<file path="src/rtl/pc_fetch_unit.sv">
// Instruction-fetch stage: owns the PC, fetches over a req/ack memory handshake
// with a timeout, and holds each instruction for decode until it is accepted.
module pc_fetch_unit #(
   parameter logic [31:0] RESET_PC = 32'h0000_0000,
   parameter int          TIMEOUT  = 16
) (
   input  logic        Clk,
   input  logic        Reset_n,
   input  logic        PC_sel,
   input  logic [31:0] Immed_PC,
   output logic        Mem_req,
   output logic [31:0] Mem_addr,
   input  logic        Mem_ack,
   input  logic [31:0] Mem_rdata,
   output logic [31:0] Instr,
   output logic        Instr_valid,
   input  logic        Instr_accept,
   output logic [31:0] PC,
   output logic [31:0] PC_plus4,
   output logic        Mem_err
);

   typedef enum logic [1:0] {S_REQ, S_WAIT, S_HOLD} state_t;

   localparam logic [7:0] CNT_LAST = 8'(TIMEOUT - 1);

   state_t      state;
   logic [7:0]  cnt;
   logic [31:0] branch_off;
   logic [31:0] next_pc;

   assign Mem_addr   = PC;
   assign PC_plus4   = PC + 32'd4;
   // Offset is in words; the top two bits fall off the shift.
   assign branch_off = {Immed_PC[29:0], 2'b00};
   assign next_pc    = PC_sel ? (PC_plus4 + branch_off) : PC_plus4;

   always_ff @(posedge Clk or negedge Reset_n) begin
      if (!Reset_n) begin
         state       <= S_REQ;
         PC          <= {RESET_PC[31:2], 2'b00};
         Mem_req     <= 1'b0;
         Instr       <= 32'h0000_0000;
         Instr_valid <= 1'b0;
         Mem_err     <= 1'b0;
         cnt         <= 8'd0;
      end else begin
         case (state)
            S_REQ: begin
               Mem_req <= 1'b1;
               cnt     <= 8'd0;
               state   <= S_WAIT;
            end
            S_WAIT: begin
               cnt <= cnt + 8'd1;
               // Ack takes priority over a timeout landing in the same cycle.
               if (Mem_ack) begin
                  Instr       <= Mem_rdata;
                  Instr_valid <= 1'b1;
                  Mem_req     <= 1'b0;
                  state       <= S_HOLD;
               end else if (cnt == CNT_LAST) begin
                  Instr       <= 32'h0000_0000;
                  Instr_valid <= 1'b1;
                  Mem_err     <= 1'b1;
                  Mem_req     <= 1'b0;
                  state       <= S_HOLD;
               end
            end
            S_HOLD: begin
               if (Instr_valid && Instr_accept) begin
                  Instr_valid <= 1'b0;
                  PC          <= {next_pc[31:2], 2'b00};
                  // Raise the request now so the new PC goes out next cycle.
                  Mem_req     <= 1'b1;
                  state       <= S_REQ;
               end
            end
            default: state <= S_REQ;
         endcase
      end
   end

endmodule

</file>
<file path="config.mk">
export PLATFORM = sky130hd
export DESIGN_NAME = pc_fetch_unit
export DESIGN_NICKNAME = d
export VERILOG_FILES = /design/src/rtl/pc_fetch_unit.sv
export SDC_FILE = /design/constraint.sdc
export NUM_CORES = 1
export LEC_CHECK = 0
export ABC_AREA = 1
export CAP_MARGIN = 20
export CORE_MARGIN = 1.5
export CORE_UTILIZATION = 48
export DETAILED_ROUTE_END_ITERATION = 10
export PLACE_DENSITY = 0.88
export SYNTH_ARGS = -nofsm -noshare
export SYNTH_HDL_FRONTEND = slang
export SYNTH_SLANG_ARGS = --single-unit
</file>
<file path="constraint.sdc">
create_clock -name Clk -period 3 [get_ports Clk]
set_clock_uncertainty 0.15 [all_clocks]
set_input_delay 0.6 -clock Clk [delete_from_list [all_inputs] [get_ports Clk]]
set_output_delay 0.6 -clock Clk [all_outputs]
set_load 0.01 [all_outputs]
</file>
==> results.yml <==
worst_setup_path:
  timing.critical_path.required_ns: 3.06
  regToRegEndpoint: "Mem_addr[15]"
  crit_fanout: 4
  crit_type: "register to register"
  worst_r2r_startpoint: "Mem_addr[6]"
  path_depth_of_the_worst_reg2reg_path: 16
  critical_path_source: "Mem_addr[6]"
  worst_ep_arrival_time_ns: 3.33
  r2r_setup_slack_ns: -0.28
  worstSetupStartpointType: "register"
  end_kind: "register"
clock_tree:
  cts-root-buf: "sky130_fd_sc_hd__clkbuf_16"
  clk-insertion-delay-late_ns: 0.34
  max-clock-path-buffers: 2
  ctsHtreeMaxLevel: 3
  cts_sinks: 75
  clkSlewWorstSetupHoldPaths_ns: 0.06
  cts-hold-fix-buffers: 0
  number_of_cts_inserted_buffers: 9
  cts_tree: "yes"
logic_synthesis:
  syn_area_per_cell_um2: 6.36
  synthDominantCellAreaShare: 0.290
  synth_largest_area_cell: "sky130_fd_sc_hd__dfrtp_1"
  synth_area_mm2: 0.00648
  synth.yosys.seq_area_share: 0.290
  synthCells: 1018
  yosysWarningCount: 0
  synth.lib_cells_used.distinct: 38
  yosys-top-cells-area: "sky130_fd_sc_hd__dfrtp_1, sky130_fd_sc_hd__nand2_1, sky130_fd_sc_hd__inv_1"
  ys_ff_latch: 75
finish:
  final-instance-count-excl-fill: 1479
  finalNetCount: 1405
  diodes_inserted: 0
  area_growth_syn_to_layout_pct: 61.2
  ratio_of_cells_with_drive_above_1_in_the_final_layout: 0.251
  finalInstanceArea_mm2: 0.0104
routing:
  drt_iter0_drc: 1066
  drt_pass1_iterations: 6
  detail_route.vias_per_cell: 5.65
  routed-via-count: 8351
  detail-route-antenna-nets: 0
  post-route-drc-count: 0
  routed_wirelength_um: 26500
  wl_per_cell_um: 17.9
global_route:
  grt_pass1_wl_um: 34300
  maximum_number_of_pins_on_one_net_before_global_route_repair: 48
  grt.total_usage: 0.306
  antenna_found_initial: 0
  first_global_vias: 7159
  grt.overflow.total: 0
floorplanning:
  die_w_um: 119
  die_height_um: 119
  coreArea_mm2: 0.0132
  die_area_mm2: 0.0142
  ios: 200
  initial_utilization: 0.491
  fp-row-count: 42
sta:
  finalSetupViolations: 24
  final_max_slew_viol_count: 0
  final.min_clock_period_ns: 3.28
  timing.max_slew.rel_slack: 0.550
  worst_slew_pin_slew_ns: 0.675
  timing_hold_violations_final: 0
  fin_crit_sh: 1.09
  setup_repair_after_global_routing_missed_its_margin: "yes"
  timing.fmax_mhz: 305
  final_critical_path_setup_slack_ns: -0.279
job:
  cap_viol_max_count: 0
min_path:
  holdCritPathClass: "input pin to asynchronous set/reset pin"
run_status:
  failing_checks: "negative setup slack"
  status: "complete, but fails checks"
pwr:
  post-layout-total-power_mw: 11.2
  worst_ir_drop_vdd_v: 0.000521
  p_per_area_mw_per_mm2: 1070
  leakagePower_nw: 5.25
place:
  estimated_wirelength_of_the_detail_placed_design_um: 16500
  dpl.cell_count: 1439
  dpl_cell_area_mm2: 0.00907
  dpl_worst_slack_ns: -0.128
  port_bufs: 191
  gp_congestion: 0.991
[state kept, by name (all words and copies together), names as in the netlist]
name and cells:
Instr 32, cnt 8, Mem_req 1, Instr_valid 1, state 2, Mem_addr 30
Mem_err 1
[power breakdown]
group | leakage (nW) | switching [mW] | internal (mW)
Combinational | 4.18 | 4.42 | 3.81
Clock | 0.141 | 0.424 | 0.667
Sequential | 0.934 | 0.397 | 1.46
[critical path, cell delays in order (launching register included)]
cell and delay [ns]:
sky130_fd_sc_hd__dfrtp_1 0.41, sky130_fd_sc_hd__nand2_1 0.14, sky130_fd_sc_hd__buf_4 0.16, sky130_fd_sc_hd__nor2_2 0.14, sky130_fd_sc_hd__nand2_2 0.11, sky130_fd_sc_hd__nor2_4 0.15
sky130_fd_sc_hd__xor2_2 0.22, sky130_fd_sc_hd__inv_1 0.21, sky130_fd_sc_hd__ha_4 0.35, sky130_fd_sc_hd__nand2_2 0.09, sky130_fd_sc_hd__nor3_1 0.27, sky130_fd_sc_hd__nand2_1 0.10
sky130_fd_sc_hd__nand2_2 0.18, sky130_fd_sc_hd__xnor2_2 0.14, sky130_fd_sc_hd__nand2_1 0.08, sky130_fd_sc_hd__nand3_1 0.12, sky130_fd_sc_hd__o21ai_0 0.11
[kinds of logic after synthesis]
family / synth area share
and+or+nand+nor: 0.368
AOI/OAI and AO/OA: 0.0850
DFF: 0.290
adders and majority gates: 0.0746
buffers and inverters: 0.136
xor gates and xnor gates: 0.0460
other: 0.000579
[timing repair]
action	4_1_cts	5_1_grt
setup buffers	10	14
gates resized for setup	79	159
endpoints found under the setup margin	41	35
cloned	0	0
pin swaps	11	48
endpoints found under the hold margin	0	0
[worst max path at each step]
stage	endpoint	cells past startpoint	slack, ns
after floorplan	Mem_addr[26]	17	0.17
after global placement	Mem_addr[14]	14	-0.09
after detailed placement	Mem_addr[29]	18	-0.13
after CTS	Mem_addr[29]	21	-0.07
after global routing	Mem_addr[21]	18	-0.37
final	Mem_addr[15]	16	-0.28
[through the flow]
step	hold slack, ns	util	setup TNS (ns)
after floorplan	0.154	-	0
after global placement	0.294	0.688	-0.329
after detailed placement	0.307	0.688	-1.18
after CTS	0.151	0.729	-0.128
after global routing	0.175	0.792	-5.80
final	0.130	0.792	-2.95
[cell usage after synthesis, drive strengths merged]
cell,instances
o21bai,6
a21o,7
or2,2
nand2,362
o21ai,34
o22ai,2
ha,37
nor3,12
dfrtp,75
nand4,11
a31oi,1
conb,1
xor2,29
nor2,98
inv,136
buf,42
a22o,1
o31ai,1
and3,1
and2,2
o211ai,3
nand3,85
clkbuf,16
xnor2,5
a21oi,45
fa,1
nand3b,3
[final cells by class]
cell class / instances / area [um^2]
multi-input combinational: 754 / 4620
fill: 825 / 2750
timing repair buffer: 322 / 2920
sequential: 75 / 1880
clock buffer: 14 / 254
clock inverter: 2 / 35.0
tap: 176 / 220
inverter: 136 / 510
[layer usage]
layer	up-vias	global-route usage	part of all wire
met5	-	0	0
met4	0	0.144	0.074
met3	214	0.0647	0.10
met2	638	0.504	0.47
met1	3795	0.383	0.35
li1	3704	-	-
[layout by cell type, fill, tap and decap left out, drive strengths merged]
| cell | netlist | routed |
|---|---|---|
| inv | 136 | 136 |
| o22ai | 2 | 2 |
| dlygate4sd2 | 0 | 10 |
| buf | 42 | 138 |
| o31ai | 1 | 1 |
| conb | 1 | 6 |
| a31oi | 1 | 1 |
| a22o | 1 | 1 |
| bufinv | 0 | 1 |
| clkdlybuf4s50 | 0 | 166 |
| fa | 1 | 1 |
| clkbuf | 16 | 15 |
| nor3 | 12 | 12 |
| ha | 37 | 37 |
| xnor2 | 5 | 5 |
| nand3 | 85 | 85 |
| nand4 | 11 | 11 |
| dfrtp | 75 | 75 |
| nand2 | 362 | 362 |
| o21ai | 34 | 34 |
| o21bai | 6 | 6 |
| nand3b | 3 | 3 |
| a21o | 7 | 7 |
| or2 | 2 | 2 |
| clkdlybuf4s15 | 0 | 2 |
| dlymetal6s2s | 0 | 5 |
| o211ai | 3 | 3 |
| and2 | 2 | 2 |
| xor2 | 29 | 29 |
| a21oi | 45 | 45 |
| and3 | 1 | 1 |
| nor2 | 98 | 98 |
| clkinv | 0 | 1 |
(Power assumes the default switching activity.)
